==> src/rtl/prefetch_unit.sv <==
// Instruction prefetch unit: sequential fetch from a synchronous-read instruction
// memory into a DEPTH-entry {instr, pc} queue, drained to decode over valid/ready.
module prefetch_unit #(
    parameter int                  PC_WIDTH    = 16,
    parameter int                  INSTR_WIDTH = 9,
    parameter int                  DEPTH       = 4,
    parameter logic [PC_WIDTH-1:0] RESET_PC    = '0
) (
    input  logic                     clk,
    input  logic                     reset,
    input  logic                     fetch_en,
    input  logic                     redirect,
    input  logic [PC_WIDTH-1:0]      redirect_pc,
    output logic                     imem_req,
    output logic [PC_WIDTH-1:0]      imem_addr,
    input  logic [INSTR_WIDTH-1:0]   imem_data,
    output logic                     out_valid,
    input  logic                     out_ready,
    output logic [INSTR_WIDTH-1:0]   out_instr,
    output logic [PC_WIDTH-1:0]      out_pc,
    output logic [PC_WIDTH-1:0]      out_pc_inc,
    output logic [$clog2(DEPTH):0]   count
);

    localparam int AW = $clog2(DEPTH);
    localparam int CW = AW + 1;

    logic [PC_WIDTH-1:0]    fetch_pc_q, fetch_pc_d;
    logic                   inflight_q, inflight_d;
    logic [PC_WIDTH-1:0]    inflight_pc_q, inflight_pc_d;
    logic [AW-1:0]          rd_ptr_q, rd_ptr_d;
    logic [AW-1:0]          wr_ptr_q, wr_ptr_d;
    logic [CW-1:0]          count_q, count_d;
    logic [INSTR_WIDTH-1:0] instr_q [DEPTH];
    logic [INSTR_WIDTH-1:0] instr_d [DEPTH];
    logic [PC_WIDTH-1:0]    pc_q [DEPTH];
    logic [PC_WIDTH-1:0]    pc_d [DEPTH];

    logic                   valid_s;
    logic                   pop_s;
    logic                   push_s;
    logic                   req_s;
    logic [CW:0]            occ_s;

    // Handshake, credit check and next-state computation for the fetch path and queue.
    always_comb begin
        valid_s = (count_q != '0) && !reset;
        pop_s   = valid_s && out_ready;
        push_s  = inflight_q && !redirect && !reset;
        // Occupancy the queue will reach once the outstanding read lands, net of this cycle's pop.
        occ_s   = {1'b0, count_q} + (CW+1)'(inflight_q) - (CW+1)'(pop_s);
        req_s   = fetch_en && !redirect && !reset && (occ_s < (CW+1)'(DEPTH));

        fetch_pc_d    = fetch_pc_q;
        inflight_d    = 1'b0;
        inflight_pc_d = inflight_pc_q;
        rd_ptr_d      = rd_ptr_q;
        wr_ptr_d      = wr_ptr_q;
        count_d       = count_q;
        instr_d       = instr_q;
        pc_d          = pc_q;

        if (redirect) begin
            fetch_pc_d = redirect_pc;
            rd_ptr_d   = '0;
            wr_ptr_d   = '0;
            count_d    = '0;
        end else begin
            if (req_s) begin
                fetch_pc_d    = fetch_pc_q + PC_WIDTH'(1);
                inflight_d    = 1'b1;
                inflight_pc_d = fetch_pc_q;
            end else begin
                inflight_d    = 1'b0;
            end
            if (push_s) begin
                instr_d[wr_ptr_q] = imem_data;
                pc_d[wr_ptr_q]    = inflight_pc_q;
                wr_ptr_d          = wr_ptr_q + AW'(1);
            end else begin
                wr_ptr_d          = wr_ptr_q;
            end
            if (pop_s) begin
                rd_ptr_d = rd_ptr_q + AW'(1);
            end else begin
                rd_ptr_d = rd_ptr_q;
            end
            count_d = count_q + CW'(push_s) - CW'(pop_s);
        end
    end

    // Control state with synchronous reset.
    always_ff @(posedge clk) begin
        if (reset) begin
            fetch_pc_q    <= RESET_PC;
            inflight_q    <= 1'b0;
            inflight_pc_q <= '0;
            rd_ptr_q      <= '0;
            wr_ptr_q      <= '0;
            count_q       <= '0;
        end else begin
            fetch_pc_q    <= fetch_pc_d;
            inflight_q    <= inflight_d;
            inflight_pc_q <= inflight_pc_d;
            rd_ptr_q      <= rd_ptr_d;
            wr_ptr_q      <= wr_ptr_d;
            count_q       <= count_d;
        end
    end

    // Queue payload storage; contents are only observed through valid entries.
    always_ff @(posedge clk) begin
        instr_q <= instr_d;
        pc_q    <= pc_d;
    end

    assign imem_req   = req_s;
    assign imem_addr  = fetch_pc_q;
    assign out_valid  = valid_s;
    assign out_instr  = instr_q[rd_ptr_q];
    assign out_pc     = pc_q[rd_ptr_q];
    assign out_pc_inc = pc_q[rd_ptr_q] + PC_WIDTH'(1);
    assign count      = count_q;

endmodule

==> config.mk <==
export PLATFORM = sky130hd
export DESIGN_NAME = prefetch_unit
export DESIGN_NICKNAME = d
export VERILOG_FILES = /design/src/rtl/prefetch_unit.sv
export SDC_FILE = /design/constraint.sdc
export NUM_CORES = 1
export LEC_CHECK = 0
export BUFFER_PORTS_ARGS = -buffer_cell sky130_fd_sc_hd__buf_2
export CORE_ASPECT_RATIO = 0.75
export CORE_UTILIZATION = 40
export CTS_BUF_LIST = sky130_fd_sc_hd__clkbuf_8
export DETAILED_ROUTE_END_ITERATION = 8
export GPL_ROUTABILITY_DRIVEN = 0
export GPL_TIMING_DRIVEN = 0
export SYNTH_ARGS = -nofsm -noshare
export SYNTH_HDL_FRONTEND = slang
export SYNTH_SLANG_ARGS = --single-unit
==> constraint.sdc <==
create_clock -name clk -period 8.5 [get_ports clk]
set_input_delay 0.425 -clock clk [delete_from_list [all_inputs] [get_ports clk]]
set_output_delay 0.425 -clock clk [all_outputs]
set_load 0.005 [all_outputs]
* Yosys cells after proc, flatten, opt, wreduce, memory -nomap -nowiden
Index checks and enable logic that the tools add are counted.
W data, S select, Z words.
** Cells by class
- Add/sub/neg operators :: 8
- Order comparisons :: 4
- Muxes and demuxes :: 15
- Bitwise gates (word level) :: 3
- Reduce and logical (&&, ||, !) cells :: 15
** Operator list (number)
- $mux W16 :: 5
- $bwmux W64 :: 1
- $bwmux W36 :: 1
- $add A16 B1 Y16 const B :: 2
- $bmux W16 S2 :: 1
- $demux W16 S2 :: 1
- $mux W9 :: 3
- $bmux W9 S2 :: 1
- $demux W9 S2 :: 1
- $logic_and A1 B1 Y1 :: 8
- $ge A3 B3 Y1 const B :: 2
- $not A2 Y3 :: 2
- $add A2 B1 Y2 const B :: 2
- $add A3 B1 Y4 :: 1
- $lt A4 B3 Y1 const B :: 1
- $reduce_and A2 Y1 :: 2
- $sub A4 B1 Y4 :: 1
- $add A3 B1 Y3 :: 1
- $lt A3 B1 Y1 const B :: 1
- $reduce_bool A3 Y1 :: 1
- $sub A3 B1 Y3 :: 1
- $logic_not A1 Y1 :: 2
- $reduce_bool A2 Y1 :: 1
- $reduce_or A2 Y1 :: 1
- other kinds (2) :: 2
** Storage, ports and cells
- Bits in registers :: 140
- Input bits :: 30
- Output and inout port bits :: 62
- Logic and storage cells :: 59

* Longest topological paths before layout
Gate-level depths: netlist of run 1.
- Depth after elaboration :: 8
- Mapped depth :: 12
- Depth with buffers taken out :: 11

* Worst setup path after synthesis of run 1
OpenSTA, ideal clock, no wires.
- Path type :: input to output
- From :: input reset
- To :: output imem_req
- Arrival time :: 2.597 ns
- Data required time :: 8.075 ns
- Slack :: 5.478 ns
- Cell stages on the path :: 10
- Path buffers :: 2
- Path through :: clkbuf_1 > nor3b_1 > ha_1 > inv_1 > ha_1 > nand3b_1 > nand4b_2 > a31o_4 > inv_2 > buf_4
** Between the ends
- Longest elaborated chain between the ends :: 6
- Elaborated cells between the ends (all ways) :: 7
- Those cells by class :: 1 x add/sub; 1 x order compare; 5 x reduce/logical
** Ends and longest elaborated chain
- start: declaration :: RTL line 10 : input logic reset,
- $logic_not A1 Y1 :: RTL line 47 : valid_s = (count_q != '0) && !reset;
- $logic_and A1 B1 Y1 :: RTL line 47
- $logic_and A1 B1 Y1 :: RTL line 48 : pop_s = valid_s && out_ready;
- net pop_s :: RTL line 40 : logic pop_s;
- $sub A4 B1 Y4 :: RTL line 51 : occ_s = {1'b0, count_q} + (CW+1)'(inflight_q) - (CW+1)'(pop_s);
- $lt A4 B3 Y1 :: RTL line 52 : req_s = fetch_en && !redirect && !reset && (occ_s < (CW+1)'(DEPTH));
- $logic_and A1 B1 Y1 :: RTL line 52
- end: declaration :: RTL line 14 : output logic imem_req,
The timed path passes the listed nets, and every way through them passes these cells.

* Worst setup path after layout of run 1
- From :: register count_q[2], in the netlist count[2]
- To :: output imem_req
** Between the ends
- Longest elaborated chain between the ends :: 6
- Elaborated cells between the ends (all ways) :: 7
- Those cells by class :: 2 x add/sub; 1 x order compare; 4 x reduce/logical
** Ends and longest elaborated chain
- start: declaration :: RTL line 33 : logic [CW-1:0] count_q, count_d;
- start signal: assignment :: RTL line 107 : count_q <= count_d;
- $reduce_bool A3 Y1 :: RTL line 47
- $logic_and A1 B1 Y1 :: RTL line 47
- $logic_and A1 B1 Y1 :: RTL line 48
- net pop_s :: RTL line 40
- $sub A4 B1 Y4 :: RTL line 51
- $lt A4 B3 Y1 :: RTL line 52
- $logic_and A1 B1 Y1 :: RTL line 52
The timed path passes the listed nets, and every way through them passes these cells.

==> results of run 1 <==
==> stage by stage <==
step / std cells / instance area, µm² / hold WS (ns) / worst slack, ns
global route: 721 / 7090 / 0.169 / 4.10
global placement: 690 / 6690 / 0.484 / 4.79
detailed placement: 690 / 6690 / 0.502 / 4.75
floorplan: 402 / 5990 / 0.459 / 5.48
finish: 721 / 7090 / 0.213 / 4.43
CTS: 721 / 7090 / 0.177 / 4.34
==> flip-flops by register name (all words and copies together), names as in the netlist <==
| signal | flops |
|---|---|
| wr_ptr_q | 2 |
| imem_addr | 16 |
| inflight_pc_q | 16 |
| count | 3 |
| instr_q | 36 |
| inflight_q | 1 |
| pc_q | 64 |
| rd_ptr_q | 2 |
==> cells in the mapped netlist (4+ instances only) <==
| library cell | count | area, µm² |
|---|---|---|
| a311oi_1 | 9 | 78.8 |
| mux2i_1 | 20 | 200 |
| inv_1 | 15 | 56.3 |
| nand2_1 | 13 | 48.8 |
| dfxtp_1 | 40 | 801 |
| nor2_1 | 46 | 173 |
| nand4_1 | 7 | 43.8 |
| ha_1 | 11 | 138 |
| clkbuf_1 | 8 | 30.0 |
| or4_1 | 4 | 30.0 |
| and3_1 | 7 | 43.8 |
| buf_2 | 5 | 25.0 |
| mux4_2 | 25 | 563 |
| nand3_1 | 7 | 35.0 |
| edfxtp_1 | 100 | 3000 |
| a211oi_1 | 7 | 52.6 |
| o31ai_1 | 4 | 30.0 |
| xor2_1 | 8 | 70.1 |
| xnor2_1 | 17 | 149 |
==> critical path, stage by stage (launching register included) <==
cell and delay (ns):
dfxtp_1 0.47, nor3_1 0.10, nor3b_1 0.63, ha_1 0.26
inv_1 0.04, ha_1 0.27, nand3b_1 0.20, nand4b_2 0.28
a31o_4 0.33, inv_2 0.21, buf_4 0.26, buf_2 0.15
==> layer usage <==
metal  global-route usage (%)  vias to the layer above  part of all wire (%)
met5                        0                        -                     0
met4                     4.86                        0                  0.26
met1                     24.1                     1829                    48
met2                     26.8                      117                    46
met3                     5.05                        2                   5.9
li1                         -                     1776                     -
==> path summary, 6_finish.rpt <==
path         slack (ns)             to  cells past startpoint
max                4.43       imem_req                     11
min                0.21     instr_q[0]                      1
max reg2reg        5.01  imem_addr[10]                     10
min reg2reg        0.52       pc_q[55]                      0
==> logic make-up (layout without fill, tap and decap cells) <==
logic type / after synthesis / in the layout / share of synthesized area [%]
XOR/XNOR: 25 / 25 / 3.65
flip-flops: 140 / 140 / 63.5
multiplexers: 45 / 45 / 12.7
adder cells (fa/ha/maj): 12 / 12 / 2.63
AO/OA/AOI/OAI: 37 / 37 / 5.03
AND/OR/NAND/NOR: 110 / 110 / 10.2
buffers and inverters: 33 / 152 / 2.30
==> area by class of cell <==
type                            count  area [µm²]  area share, %
Clock buffer                       17         234           3.30
Clock inverter                     14         169           2.38
Inverter                           17        63.8          0.900
Tap cell                          200         250           3.53
Sequential cell                   140        3800           53.7
Multi-Input combinational cell    229        2050           29.0
Buffer                             16        73.8           1.04
Timing Repair Buffer               88         440           6.21
==> power breakdown <==
group          internal [mW]  switching (mW)  leakage [nW]  total (mW)
logic                 0.0222          0.0271          1.14      0.0492
clock network          0.289           0.253         0.194       0.542
registers              0.735          0.0133          1.29       0.748
total                   1.05           0.293          2.63        1.34
==> flow_summary.toml, run 1 <==
[layout]
finalNetCount = 551
antenna_cells = 0
fillers = 1308
syn_to_final_growth_pct = 18.2
final_common_cell = "edfxtp_1"
final_cell_mix = "edfxtp_1 (100), buf_2 (93), nor2_1 (46)"
postLayoutCoreUtil_pct = 48.7
drive_above_1_share_pct = 30.7

[placed_design]
io_buffers = 88
place_hpwl_mm = 8.68

[drt]
drc = 0
avgRoutedWirePerCell_um = 17.4
wl_mm = 12.5
dr.pass1.iters = 7
ant_nets = 0
drt_iter0_drc = 207
vias = 3724
vias_per_cell = 5.17

[setup_path]
critPathLaunch = "count[2]"
cp.arrival_ns = 3.65
crit_path_end_kind = "output port"
critPathLaunchType = "flop"
crit_type = "reg2out"
crit_fanout = 10
cp.required_ns = 8.08
r2r_start = "count[2]"

[yosys]
avgSynthCellArea_um2 = 14.9
synth_flop_cell = "edfxtp_1"
async_flop_share_pct = 0
netlist_area_um2 = 5990
yosysWarnings = 0
synth.distinct_cells = 55
syn_inst = 402
synth_nets = 444
ys_ff_latch = 140
ys_seq_area_share_pct = 63.5
synth_edf_count = 100

[grt]
grt-ovfl-total = 0
grt_usage_pct = 17.4
grt_pass1_vias = 3635
grt_pass1_wl_mm = 19.7
antenna_found_initial = 0
grt_max_degree = 26

[floorplan]
die_h_um = 108
ios = 92
die_area_um2 = 15500
rows = 38
die-width_um = 143
core-area_um2 = 14500
initial_core_util_pct = 41.2

[cts]
max-clock-path-buffers = 2
cts_tree = "yes"
cts_buffers = 17
cts_setup_buffers = 0
clkSlewWorstSetupHoldPaths_ns = 0.08
clock-root-buffer = "clkbuf_8"
clock_latency_ns = 0.43
htreeDepth = 4
cts_resized = 0
postCtsHoldBufs = 0
cts.sinks = 140

[timing]
hold_viol = 0
period_needed_ns = 4.07
setup_violations = 0
grt_setup_unrepaired = "false"
finalMaxSlewViolations = 0
fmax_ghz = 0.245
relSlewSlack_pct = 11.5
fin_tns_setup_ns = 0
post-route-period-util_pct = 47.9
worst_pin_slew_ns = 1.33
fin_worst_skew_ns = 0.0108

[pwr]
power.total_mw = 1.34
vdd_ir_drop_max_mv = 0.106
p_per_area_nw_per_um2 = 189
p_leak_nw = 2.63

[flow_run]
cap_violations = 0

[min_path]
min-delay-start = "imem_data[0]"
worstHoldPathType = "in2reg"

[outcome]
run_status = "finished clean"
(Power assumes the default switching activity.)
==> run 2, diff against run 1 <==
Clock period 8.5 ns to 3.55 ns, I/O delays scaled along.
==> run 2 against run 1 <==
Clock power is 140% higher; critical path depth stayed put; total power is 140% higher; register-to-register slack worse by 4.5 ns; worst setup slack worse by 4.1 ns; sequential power is 140% higher; clock skew is 0.00062 ns higher; largest cell class unchanged; largest power group unchanged; highest routed layer unchanged.
==> flow_summary.toml, run 2 (same netlist as run 1, synthesis figures left out) <==
[placed_design]
io_buffers = 88
placed_area_um2 = 6690
place_hpwl_mm = 8.68

[setup_path]
critPathLaunchType = "flop"
crit_path_end_kind = "output port"
crit_path_cell_trace = "nor3_1 > nor3b_2 > ha_1 > inv_1 > ha_1 > nand3b_1 > nand4b_4 > a31o_4 > inv_2 > buf_4 > buf_2"
cp.arrival_ns = 3.06
path_common_cell = "ha_1"
crit_type = "reg2out"
r2r_cells = 10
crit_family = "simple AND/OR/NAND/NOR gates"
cp.required_ns = 3.37
critical_path_depth = 11
cp_num_buf_inv = 4
crit_fanout = 10
crit_slowest_cell = "dfxtp_1"
cpPeakStageDelay_ns = 0.35

[drt]
avgRoutedWirePerCell_um = 17.3
vias_per_cell = 5.13
vias = 3762
drt_iter0_drc = 208
ant_nets = 0
drc = 0
dr.pass1.iters = 4
wl_mm = 12.7

[layout]
largest_register_ffs = 64
largest_registers = "pc_q x64, instr_q x36"
final_common_cell = "edfxtp_1"
drive_above_1_share_pct = 30.5
final_cell_mix = "edfxtp_1 (100), buf_2 (93), nor2_1 (46)"
finalNetCount = 564
largest_register = "pc_q"
finalInstanceArea_um2 = 7230
fillers = 1301
antenna_cells = 0
syn_to_final_growth_pct = 20.6

[cts]
clock-root-buffer = "clkbuf_8"
clock_latency_ns = 0.43
max-clock-path-buffers = 2
cts_buffers = 17
clkSlewWorstSetupHoldPaths_ns = 0.08
htreeDepth = 4
cts.sinks = 140
cts_tree = "yes"

[timing]
post-route-period-util_pct = 91.2
grt_setup_unrepaired = "false"
worst_pin_slew_ns = 1.34
setup_violations = 0
hold_viol = 0
fmax_ghz = 0.309
period_needed_ns = 3.24
fin_worst_skew_ns = 0.0114
finalMaxSlewViolations = 0
fin_tns_setup_ns = 0
relSlewSlack_pct = 10.7

[pwr]
p_leak_nw = 2.70
vdd_ir_drop_max_mv = 0.254
p_per_area_nw_per_um2 = 445

[floorplan]
rows = 38
core-area_um2 = 14500
die_area_um2 = 15500
ios = 92
die_h_um = 108
initial_core_util_pct = 41.2
die-width_um = 143

[grt]
grt_pass1_wl_mm = 19.9
grt_max_degree = 26
grt_usage_pct = 17.5
grt-ovfl-total = 0
antenna_found_initial = 0
grt_pass1_vias = 3695

[outcome]
run_status = "finished clean"

[min_path]
worstHoldPathType = "in2reg"
hold_depth = 3

[flow_run]
cap_violations = 0
-- run 2: repair_timing --
item	in CTS	in global routing
gates resized for setup	1	2
pin swaps	1	0
setup buffers	1	0
setup endpoints to repair	1	1
hold endpoints to repair	39	0
hold buffers	12	0
-- run 2: worst reg2reg max path, delay by kind of cell, from the launching register on --
| family | cells | cell delay, ns |
|---|---|---|
| AOI/OAI and AO/OA | 2 | 0.50 |
| and+or+nand+nor | 5 | 1.52 |
| DFF | 1 | 0.43 |
| buffers and inverters | 1 | 0.04 |
| adders and majority gates | 2 | 0.44 |
-- run 2: area by class of cell --
cell class                      count  area [µm²]  area share [%]
Tap cell                          200         250            3.46
Buffer                             16        73.8            1.02
Inverter                           17        63.8           0.883
Sequential cell                   140        3800            52.6
Clock buffer                       17         234            3.24
Multi-Input combinational cell    229        2070            28.6
Clock inverter                     14         169            2.34
Timing Repair Buffer              101         568            7.86
-- run 2: metrics by stage --
| stage | hold WS, ns | power [mW] | utilization, % | setup WS (ns) | instances |
|---|---|---|---|---|---|
| after CTS | 0.00292 | 3.24 | 49.6 | 0.159 | 734 |
| after global routing | 0.0107 | 3.34 | 49.7 | 0.0493 | 734 |
| after global placement | 0.388 | 1.94 | 45.9 | 0.184 | 690 |
| final | 0.0338 | 3.22 | 49.7 | 0.313 | 734 |
| after floorplan | 0.276 | 1.88 | - | 0.663 | 402 |
| after detailed placement | 0.396 | 1.95 | 45.9 | 0.0307 | 690 |
-- run 2: layer usage --
| layer | vias up | GRT usage [%] | wire length (µm) |
|---|---|---|---|
| met5 | - | 0 | 0 |
| met4 | 0 | 4.86 | 33 |
| met3 | 2 | 5.05 | 744 |
| met2 | 115 | 27.2 | 5810 |
| met1 | 1847 | 24.0 | 6090 |
| li1 | 1798 | - | - |
-- run 2: power breakdown --
part / total [mW] / leakage, nW / switching (mW) / internal [mW]
sequential: 1.79 / 1.29 / 0.0317 / 1.76
combinational: 0.129 / 1.21 / 0.0668 / 0.0618
clock: 1.30 / 0.194 / 0.609 / 0.691
-- run 2: worst paths after layout --
check,endpoint,startpoint,slack (ns)
worst max register to register,imem_addr[10],count[2],0.53
worst min register to register,pc_q[55],inflight_pc_q[7],0.52
worst max-delay path,imem_req,count[1],0.31
worst min-delay path,imem_addr[15],redirect_pc[15],0.03
==> run 3, diff against run 2 <==
Settings changed: CORE_ASPECT_RATIO 0.75 to 1.5, GPL_TIMING_DRIVEN 0 to default.
==> run 3 against run 2 <==
Combinational power about the same; final cell count shrank 0.68%; non-clock buffer count shrank 2; cell area up 0.10%; total power decreased by 2.2%; sequential share of layout area is 0.055 points lower; die area about the same; largest cell class unchanged; highest routed layer unchanged.
==> flow_summary.toml, run 3 (same netlist as run 1, synthesis figures left out) <==
[outcome]
run_status = "finished clean"

[drt]
vias = 3711
ant_nets = 0
route.met3.wl_um = 466
wl_mm = 11.8
drc = 0
dr.pass1.iters = 4
routed.top_layer = "met4"
drt_iter0_drc = 152
wl_met2_mm = 6.45
avgRoutedWirePerCell_um = 16.2
met1_length_mm = 4.73
vias_per_cell = 5.09

[setup_path]
crit_type = "reg2out"
critPathLaunch = "count[2]"
worstSetupEndpoint = "imem_req"
cp.arrival_ns = 3.07
crit_fanout = 18
critPathLaunchType = "flop"
regToRegEndpoint = "imem_addr[13]"
r2r_start = "count[2]"
r2r_slack_ns = 0.43
crit_path_end_kind = "output port"
r2r_cells = 10
cp.required_ns = 3.37

[timing]
finalMaxSlewViolations = 0
fmax_ghz = 0.308
grt_setup_unrepaired = "false"
worst_pin_slew_ns = 0.798
hold_viol = 0
relSlewSlack_pct = 46.4
fin_worst_skew_ns = 0.00896
post-route-period-util_pct = 91.4
setup_violations = 0
fin_tns_setup_ns = 0
period_needed_ns = 3.24

[layout]
postLayoutCoreUtil_pct = 49.6
largest_register = "pc_q"
fillers = 1279
largest_registers = "pc_q x64, instr_q x36"
antenna_cells = 0
finalNetCount = 562
largest_register_ffs = 64
final_common_cell = "edfxtp_1"
final_cell_mix = "edfxtp_1 (100), buf_2 (91), nor2_1 (46)"
drive_above_1_share_pct = 31.5
syn_to_final_growth_pct = 20.7

[floorplan]
die_h_um = 152
core-area_um2 = 14600
die_area_um2 = 15500
ios = 92
rows = 54
initial_core_util_pct = 41.1
die-width_um = 102

[grt]
grt_max_degree = 36
antenna_found_initial = 0
grt-ovfl-total = 0
grt_usage_pct = 16.6
grt_pass1_wl_mm = 19.3
grt_pass1_vias = 3842

[placed_design]
io_buffers = 91
place_hpwl_mm = 8.16

[cts]
cts.sinks = 140
clock-root-buffer = "clkbuf_8"
clock_latency_ns = 0.43
max-clock-path-buffers = 2
clkSlewWorstSetupHoldPaths_ns = 0.08
cts_buffers = 17
cts_setup_buffers = 0
cts_tree = "yes"
htreeDepth = 4

[pwr]
vdd_ir_drop_max_mv = 0.225
p_leak_nw = 2.70
p_per_area_nw_per_um2 = 435

[flow_run]
cap_violations = 0

[min_path]
worstHoldPathType = "in2reg"
[run 3: report_power, final]
group / internal, mW / switching (mW) / total [mW] / leakage, nW
Clock: 0.579 / 0.653 / 1.23 / 0.193
Combinational: 0.0642 / 0.0627 / 0.127 / 1.22
Sequential: 1.76 / 0.0307 / 1.79 / 1.29
[run 3: worst min path at each step]
stage,from,end,slack (ns),depth (start not counted)
2_1_floorplan,imem_data[0],instr_q[0],0.28,0
3_3_place_gp,imem_data[1],instr_q[19],0.39,1
3_5_place_dp,imem_data[1],instr_q[1],0.41,1
4_1_cts,redirect_pc[3],imem_addr[3],0.002,3
5_1_grt,redirect_pc[5],imem_addr[5],0.01,3
6_report,redirect_pc[6],imem_addr[6],0.03,3
[run 3: cell type report]
class	instances	area [µm²]	area share, %
Clock buffer	17	234	3.23
Inverter	17	66.3	0.916
Multi-Input combinational cell	229	2060	28.4
Tap cell	196	245	3.39
Sequential cell	140	3800	52.6
Timing Repair Buffer	115	676	9.33
Clock inverter	15	154	2.13
[run 3: through the flow]
step | cells | worst slack (ns) | cell area, µm² | hold WS (ns) | power, mW
2_1_floorplan | 402 | 0.663 | 5990 | 0.276 | 1.88
3_3_place_gp | 681 | 0.508 | 6680 | 0.391 | 1.94
3_5_place_dp | 681 | 0.267 | 6680 | 0.405 | 1.94
4_1_cts | 729 | 0.148 | 7240 | 0.00168 | 3.18
5_1_grt | 729 | 0.0662 | 7240 | 0.0128 | 3.27
6_report | 729 | 0.305 | 7240 | 0.0259 | 3.15
[run 3: worst max-delay path, cell delays in order (launching register included)]
cell	delay [ns]
dfxtp_1	0.44
nor3_1	0.11
nor3b_2	0.34
ha_1	0.22
inv_1	0.04
ha_1	0.27
nand3b_1	0.19
nand4b_2	0.28
a31o_4	0.33
inv_4	0.23
buf_2	0.18
[run 3: routing by layer]
layer	up-vias	track usage, %
li1	1792	-
met1	1798	18.9
met2	110	30.2
met3	11	3.40
met4	0	5.92
met5	-	0
[run 3: timing repair]
item | CTS | global route
cloned | 0 | 0
pin swaps | 0 | 0
hold endpoints to repair | 43 | 0
endpoints found under the setup margin | 1 | 1
resized for setup | 1 | 2
hold buffers | 16 | 0
